### config.mk
export PLATFORM = sky130hd
export DESIGN_NAME = mult_div_unit
export DESIGN_NICKNAME = d
export VERILOG_FILES = /design/src/rtl/mult_div_unit.sv
export SDC_FILE = /design/constraint.sdc
export NUM_CORES = 1
export LEC_CHECK = 0
export CAP_MARGIN = 20
export CELL_PAD_IN_SITES_DETAIL_PLACEMENT = 0
export CELL_PAD_IN_SITES_GLOBAL_PLACEMENT = 1
export CORE_UTILIZATION = 44
export DETAILED_ROUTE_END_ITERATION = 6
export PLACE_DENSITY_LB_ADDON = 0.25
export SLEW_MARGIN = 20
export SYNTH_ARGS = -nofsm -noshare
export SYNTH_HDL_FRONTEND = slang
export SYNTH_SLANG_ARGS = --single-unit
### constraint.sdc
create_clock -name clk_i -period 4.18 [get_ports clk_i]
set_clock_uncertainty 0.05 [all_clocks]
set_input_delay 0.836 -clock clk_i [delete_from_list [all_inputs] [get_ports clk_i]]
set_output_delay 0.836 -clock clk_i [all_outputs]
set_load 0.02 [all_outputs]
### src/rtl/mult_div_unit.sv
// Radix-2 iterative multiply/divide unit owning the HI/LO registers.
// MULT/DIV run WIDTH iterations then a FIX cycle; MTHI/MTLO write at accept.
module mult_div_unit #(
    parameter int WIDTH = 32
) (
    input  logic             clk_i,
    input  logic             rst_n_i,
    input  logic             start_i,
    input  logic [2:0]       op_i,
    input  logic [WIDTH-1:0] a_i,
    input  logic [WIDTH-1:0] b_i,
    input  logic             flush_i,
    output logic             ready_o,
    output logic             busy_o,
    output logic             done_o,
    output logic             div_by_zero_o,
    output logic [WIDTH-1:0] hi_o,
    output logic [WIDTH-1:0] lo_o
);
    localparam int CW = $clog2(WIDTH) + 1;

    localparam logic [1:0] S_IDLE = 2'd0;
    localparam logic [1:0] S_MUL  = 2'd1;
    localparam logic [1:0] S_DIV  = 2'd2;
    localparam logic [1:0] S_FIX  = 2'd3;

    localparam logic [2:0] OP_MULTU = 3'd0;
    localparam logic [2:0] OP_MULT  = 3'd1;
    localparam logic [2:0] OP_DIVU  = 3'd2;
    localparam logic [2:0] OP_DIV   = 3'd3;
    localparam logic [2:0] OP_MTHI  = 3'd4;
    localparam logic [2:0] OP_MTLO  = 3'd5;

    logic [1:0]         state_q, state_d;
    logic [CW-1:0]      cnt_q, cnt_d;
    logic [2*WIDTH-1:0] acc_q, acc_d;
    logic [WIDTH-1:0]   opb_q, opb_d;
    logic               neg_q, neg_d, negr_q, negr_d;
    logic               dz_q, dz_d, isdiv_q, isdiv_d;
    logic [WIDTH-1:0]   hi_q, hi_d, lo_q, lo_d;
    logic               done_q, done_d, dbz_q, dbz_d, pend_q, pend_d;

    logic             accept, signed_op, a_neg, b_neg;
    logic [WIDTH-1:0] a_mag, b_mag;
    logic [WIDTH:0]   mul_sum, div_trial;
    logic [WIDTH-1:0] rem_new, quo_fix, rem_fix;
    logic [2*WIDTH-1:0] prod_fix;

    assign accept    = start_i && ready_o && !flush_i && (op_i <= OP_MTLO);
    assign signed_op = (op_i == OP_MULT) || (op_i == OP_DIV);
    assign a_neg     = signed_op && a_i[WIDTH-1];
    assign b_neg     = signed_op && b_i[WIDTH-1];
    assign a_mag     = a_neg ? -a_i : a_i;
    assign b_mag     = b_neg ? -b_i : b_i;

    // Multiply: add multiplicand into the top half on LSB, then shift right with carry.
    assign mul_sum   = {1'b0, acc_q[2*WIDTH-1:WIDTH]} + {1'b0, (acc_q[0] ? opb_q : '0)};
    // Divide: partial remainder (one bit wider after shift) minus divisor; restore on borrow.
    assign div_trial = acc_q[2*WIDTH-1:WIDTH-1] - {1'b0, opb_q};
    assign rem_new   = div_trial[WIDTH] ? acc_q[2*WIDTH-2:WIDTH-1] : div_trial[WIDTH-1:0];

    assign prod_fix  = neg_q  ? -acc_q : acc_q;
    assign quo_fix   = neg_q  ? -acc_q[WIDTH-1:0] : acc_q[WIDTH-1:0];
    assign rem_fix   = negr_q ? -acc_q[2*WIDTH-1:WIDTH] : acc_q[2*WIDTH-1:WIDTH];

    always_comb begin
        state_d = state_q;
        cnt_d   = cnt_q;
        acc_d   = acc_q;
        opb_d   = opb_q;
        neg_d   = neg_q;
        negr_d  = negr_q;
        dz_d    = dz_q;
        isdiv_d = isdiv_q;
        hi_d    = hi_q;
        lo_d    = lo_q;
        done_d  = pend_q;
        dbz_d   = 1'b0;
        pend_d  = 1'b0;
        case (state_q)
            S_IDLE: if (accept) begin
                case (op_i)
                    OP_MULTU, OP_MULT: begin
                        state_d = S_MUL;
                        cnt_d   = CW'(WIDTH - 1);
                        acc_d   = {{WIDTH{1'b0}}, b_mag};
                        opb_d   = a_mag;
                        neg_d   = a_neg ^ b_neg;
                        dz_d    = 1'b0;
                        isdiv_d = 1'b0;
                    end
                    OP_DIVU, OP_DIV: begin
                        isdiv_d = 1'b1;
                        if (b_i == '0) begin
                            state_d = S_FIX;
                            dz_d    = 1'b1;
                        end else begin
                            state_d = S_DIV;
                            cnt_d   = CW'(WIDTH - 1);
                            acc_d   = {{WIDTH{1'b0}}, a_mag};
                            opb_d   = b_mag;
                            neg_d   = a_neg ^ b_neg;
                            negr_d  = a_neg;
                            dz_d    = 1'b0;
                        end
                    end
                    OP_MTHI: begin
                        hi_d   = a_i;
                        pend_d = 1'b1;
                    end
                    OP_MTLO: begin
                        lo_d   = a_i;
                        pend_d = 1'b1;
                    end
                    default: ;
                endcase
            end
            S_MUL, S_DIV: begin
                if (flush_i) begin
                    state_d = S_IDLE;
                end else begin
                    acc_d = (state_q == S_MUL) ? {mul_sum, acc_q[WIDTH-1:1]}
                                               : {rem_new, acc_q[WIDTH-2:0], ~div_trial[WIDTH]};
                    if (cnt_q == '0) state_d = S_FIX;
                    else             cnt_d   = cnt_q - 1'b1;
                end
            end
            default: begin
                state_d = S_IDLE;
                if (!flush_i) begin
                    done_d = 1'b1;
                    if (dz_q) begin
                        dbz_d = 1'b1;
                    end else if (isdiv_q) begin
                        lo_d = quo_fix;
                        hi_d = rem_fix;
                    end else begin
                        {hi_d, lo_d} = prod_fix;
                    end
                end
            end
        endcase
    end

    always_ff @(posedge clk_i or negedge rst_n_i) begin
        if (!rst_n_i) begin
            state_q <= S_IDLE;
            cnt_q   <= '0;
            acc_q   <= '0;
            opb_q   <= '0;
            neg_q   <= 1'b0;
            negr_q  <= 1'b0;
            dz_q    <= 1'b0;
            isdiv_q <= 1'b0;
            hi_q    <= '0;
            lo_q    <= '0;
            done_q  <= 1'b0;
            dbz_q   <= 1'b0;
            pend_q  <= 1'b0;
        end else begin
            state_q <= state_d;
            cnt_q   <= cnt_d;
            acc_q   <= acc_d;
            opb_q   <= opb_d;
            neg_q   <= neg_d;
            negr_q  <= negr_d;
            dz_q    <= dz_d;
            isdiv_q <= isdiv_d;
            hi_q    <= hi_d;
            lo_q    <= lo_d;
            done_q  <= done_d;
            dbz_q   <= dbz_d;
            pend_q  <= pend_d;
        end
    end

    assign ready_o       = (state_q == S_IDLE);
    assign busy_o        = ~ready_o;
    assign done_o        = done_q;
    assign div_by_zero_o = dbz_q;
    assign hi_o          = hi_q;
    assign lo_o          = lo_q;
endmodule
-- After elaboration in Yosys (flattened, before gate mapping)
Cells that the tools add are included.
W data, S select, Z words.
- register bits: 175
- input bits: 71
- output and inout bits: 68
- logic and storage cells: 123
- $add $sub $neg: 8
- $lt $le $gt $ge: 1
- eq/ne operators: 18
- multiplexer cells: 52
- bitwise logic cells: 5
- reductions and logical operators: 26
- operators with widths (cell ; number):
    $mux W32 ; 17
    $mux W64 ; 5
    $pmux W64 S2 ; 2
    $pmux W32 S2 ; 3
    $neg A32 Y32 ; 4
    $neg A64 Y64 ; 1
    $add A32 B32 Y33 ; 1
    $sub A33 B32 Y33 ; 1
    $logic_not A32 Y1 ; 1
    $mux W6 ; 4
    $pmux W6 S2 ; 2
    $reduce_and A5 Y1 ; 3
    $mux W1 ; 11
    $ne A2 B1 Y1 const B ; 4
    $ne A2 B2 Y1 const B ; 4
    $pmux W2 S2 ; 2
    $reduce_and A4 Y1 ; 2
    $reduce_or A2 Y1 ; 4
    $eq A3 B2 Y1 const B ; 2
    $eq A3 B3 Y1 const B ; 2
    $logic_not A6 Y1 ; 1
    $mux W2 ; 3
    $ne A3 B3 Y1 const B ; 2
    $pmux W1 S2 ; 3
    17 further kinds ; 26

-- Longest topological paths before layout
- depth after elaboration: 8
- depth in mapped cells: 15
- mapped depth without buffers: 13

-- Worst setup path before layout
No wires, ideal clock.
- path type: reg2reg
- from: register acc_q[31]
- to: register acc_q[50]
- library setup time: 0.122 ns
- data arrival time: 3.442 ns
- required time: 4.008 ns
- setup slack: 0.566 ns
- stages on the path, launching flop included: 16
- buffers on the path: 3
- clock period less this slack: 3.614 ns
- cell sequence: dfrtp_1 inv_1 ha_1 fa_1 nand2b_1 a21oi_1 a21o_1 a21o_1 a31oi_2 or4_1 buf_2 nand3_1 buf_4 buf_4 nand3_1 a32o_1
- cells in the longest elaborated chain, start to end: 5
- ends and longest elaborated chain (what ; line ; RTL):
    start, declared ; 36 ; logic [2*WIDTH-1:0] acc_q, acc_d;
    start signal, assigned ; 149 ; acc_q <= '0;
    start signal, assigned ; 163 ; acc_q <= acc_d;
    $sub A33 B32 Y33 ; 59 ; assign div_trial = acc_q[2*WIDTH-1:WIDTH-1] - {1'b0, opb_q};
    $mux W32 ; 60 ; assign rem_new = div_trial[WIDTH] ? acc_q[2*WIDTH-2:WIDTH-1] : div_trial[WIDTH-1:0];
    $mux W64 ; 122 ; acc_d = (state_q == S_MUL) ? {mul_sum, acc_q[WIDTH-1:1]}
    $mux W64 ; 119 ; if (flush_i) begin
    $pmux W64 S2 ; 80 ; case (state_q)
No other way between the ends. The select of a mux whose other input is x is not followed.
A chain may end at the register's enable or synchronous reset.

-- Final worst setup path
- from: register acc_q[0]
- to: register acc_q[51]
- cells in the longest elaborated chain, start to end: 5
- ends and longest elaborated chain (what ; line ; RTL):
    $mux W32 ; 57 ; assign mul_sum = {1'b0, acc_q[2*WIDTH-1:WIDTH]} + {1'b0, (acc_q[0] ? opb_q : '0)};
    $add A32 B32 Y33 ; 57 ;
    $mux W64 ; 122 ;
    $mux W64 ; 119 ;
    $pmux W64 S2 ; 80 ;
No other way between the ends. The select of a mux whose other input is x is not followed.

==> results.py <==
metrics = {
    "run_status": {
        "outcome": "finished clean",
    },
    "synthesis": {
        "synth_warnings": 0,
        "syn_nets": 2188,
        "ys_top_cells_by_area": "dfrtp_1, o21ai_0, a21oi_1",
        "synth_top_area_share_pct": 28.0,
        "ys_seq_area_share_pct": 28.0,
        "ys_seq_elements": 175,
        "syn-mean-instance-area_um2": 7.67,
        "synth_async_sr_flop_share_pct": 100,
        "synth_top_cell_by_area": "dfrtp_1",
        "synth-main-ff-cell": "dfrtp_1",
        "synth_edf_count": 0,
        "syn-instance-count": 2041,
        "synth_cell_types": 81,
        "synth_area_um2": 15700,
    },
    "place": {
        "port_buffers": 138,
        "dp_hpwl_um": 49700,
        "gp_congestion": 1.00,
    },
    "sta": {
        "setup-tns-final_ns": 0,
        "worst_slew_pin_slew_ns": 0.942,
        "slew_viol_final": 0,
        "setup_viol": 0,
        "fmax_ghz": 0.255,
        "fin_crit_sh_pct": 93.8,
        "relSlewSlack_pct": 37.2,
        "grt_setup_unrepaired": "false",
        "hold_viol": 0,
        "period_needed_ns": 3.92,
    },
    "floorplanning": {
        "die_h_um": 191,
        "die_area_um2": 36300,
        "die_w_um": 191,
        "coreArea_um2": 34800,
        "row_count": 68,
        "start_util_pct": 45.0,
        "io_pins": 139,
    },
    "clocking": {
        "cts_root_buf": "clkbuf_16",
        "clkSinkCount": 175,
        "clockBufferDepth": 2,
        "cts.clk_slew.worst_paths_ns": 0.08,
        "cts_buffers": 17,
        "postCtsSetupBuffers": 0,
        "cts_tree": "done",
        "h-tree-depth": 4,
        "insertion_delay_ns": 0.46,
    },
    "cells_and_area": {
        "utilization_pct": 54.0,
        "final_layout_size_suffix_gt1_share_pct": 10.4,
        "final_nets": 2354,
        "syn_to_final_growth_pct": 20.0,
        "n_fill_cell": 3384,
        "n_antenna_cell": 0,
    },
    "hold_path": {
        "hold_class": "input port to asynchronous set/reset pin",
    },
    "global_route": {
        "grtUsageMet3_pct": 7.66,
        "grt_pass1_wl_um": 95700,
        "grt_pass1_vias": 15600,
        "met1_usage_pct": 49.1,
        "grt_max_degree": 70,
        "overflow": 0,
        "grt_use_total_pct": 35.1,
        "grt_busiest_layer": "met2",
        "use_met2_pct": 52.3,
        "antenna_found_initial": 0,
    },
    "setup_path": {
        "criticalPathCategory": "flip-flop to flip-flop",
        "path_max_fanout": 9,
        "reg2reg_slack_ns": 0.26,
        "r2r-start": "acc_q[0]",
        "cp-startpoint": "acc_q[0]",
        "critPathLaunchType": "flip-flop",
        "cp-end-kind": "flip-flop",
        "cp.arrival_ns": 4.20,
        "required_ns": 4.45,
    },
    "detailed_routing": {
        "num_vias": 16500,
        "drc": 0,
        "wl_um": 62900,
        "wl_per_cell_um": 23.5,
        "drtAntennaViolNets": 0,
        "drt_pass1_iterations": 5,
        "first_iter_violations": 1756,
        "detail_route.vias_per_cell": 6.18,
    },
    "job": {
        "max_cap_violations": 0,
    },
    "power": {
        "ir_drop_v": 0.000907,
        "p_per_area_nw_per_um2": 883,
        "seqPwrFrac_pct": 19.8,
        "swShare_pct": 52.7,
        "leakagePower_nw": 8.11,
        "pwr-share-comb_pct": 70.3,
        "p_sw_mw": 8.75,
        "p_int_mw": 7.85,
        "power_frac_clock_pct": 9.9,
    },
}
-- state kept, by name (all words and copies together), names as in the netlist, 2 cells and up --
signal and count:
acc_q 64, cnt_q 6, hi_o 32, lo_o 32, opb_q 32, state_q 2
-- cell usage in the layout, fill, tap and decap left out, drive strengths merged, types with 13 or more instances in the layout --
cell type / n
or3: 24
clkdlybuf4s50: 137
o31ai: 34
clkbuf: 19
nand2: 212
nor3: 37
a21oi: 201
nor4: 21
mux2: 26
xor2: 66
a22oi: 15
a31oi: 34
inv: 77
a211oi: 37
o21ai: 207
a21o: 41
nor2: 226
nor2b: 15
xnor2: 101
ha: 74
nand3: 34
buf: 136
dfrtp: 175
o211ai: 13
nand2b: 26
nand4: 17
mux2i: 48
or4: 18
-- Yosys cell counts (all sizes together) (5+ instances only) --
cell type / count
buf: 35
xnor2: 101
nor2: 226
a31oi: 34
nand2: 212
o22ai: 8
a221oi: 5
mux2i: 48
a21o: 41
o211ai: 13
or3: 24
nand4: 17
nand3: 34
o41ai: 9
nor4: 21
o21ai: 207
a21oi: 201
a22oi: 15
inv: 73
o21bai: 7
nor2b: 15
and3: 6
nand3b: 5
or2: 9
mux2: 26
o31ai: 34
clkbuf: 91
or4: 18
nand2b: 26
and2: 8
xor2: 66
a311oi: 6
nor3: 37
a211oi: 37
o21a: 8
a22o: 5
o31a: 5
dfrtp: 175
ha: 74
-- area by class of cell --
class	instances	area (um2)	share of cell area [%]
clock buffers	19	443	2.36
clock inverters	13	131	0.699
inverters	74	278	1.48
multi-input cells	1666	10500	55.9
flip-flops and latches	175	4380	23.3
well taps	455	569	3.03
repair buffers	273	2500	13.3
-- power by group through the flow --
stage                     Clock [mW]  Sequential [mW]  Combinational, mW
after floorplan                    0             3.35               7.25
after global placement             0             3.26               11.2
after detailed placement           0             3.29               11.3
after CTS                       1.64             3.26               11.4
after global routing            1.71             3.37               12.6
final                           1.64             3.29               11.7
-- what timing repair did --
action | 4_1_cts | 5_1_grt
gates resized for setup | 0 | 1
setup endpoints to repair | 0 | 1
hold buffers | 0 | 0
-- through the flow --
stage / power, mW / setup slack (ns) / instances / hold WS, ns / cell area [um2]
2_1_floorplan: 10.6 / 0.566 / 2041 / 0.354 / 15700
6_report: 16.6 / 0.258 / 2675 / 0.349 / 18800
4_1_cts: 16.3 / 0.303 / 2675 / 0.367 / 18800
3_3_place_gp: 14.5 / 0.126 / 2643 / 0.403 / 18200
5_1_grt: 17.7 / 0.0853 / 2675 / 0.394 / 18800
3_5_place_dp: 14.6 / 0.0886 / 2643 / 0.400 / 18200
-- kinds of logic after synthesis --
group	after synthesis	share of synthesized area [%]
buffers and inverters	200	5.19
adders and majority gates	76	6.17
muxes	74	4.94
and+or+nand+nor	677	20.2
xor gates and xnor gates	167	9.34
DFF	175	28.0
AOI/OAI and AO/OA	672	26.2
-- path summary, 6_finish.rpt --
kind / cells past startpoint / end
max: 12 / acc_q[51]
min: 1 / lo_o[0]
max reg2reg: 12 / acc_q[51]
min reg2reg: 1 / done_o
max in group asynchronous: 2 / acc_q[35]
min in group clk_i: 1 / done_o
-- critical path, cell delays in order, from the launching register on --
cell      delay [ns]
dfrtp_1         0.43
inv_1           0.42
nor2_1          0.11
ha_1            0.36
a21o_1          0.20
or3_1           0.33
o21ba_2         0.28
o211ai_1        0.30
o21ai_0         0.24
a21o_1          0.23
a21oi_1         0.16
xor2_1          0.49
o221ai_1        0.18
-- metal layers --
metal  wire length, um  up-vias  part of all wire (%)
met2             26900      817                    43
met3              5890      107                   9.4
met1             28000     7934                    44
li1                  -     7681                     -
met4              2220        0                   3.5
met5                 0        -                     0
Note: power is estimated with default switching activity, not from simulation.
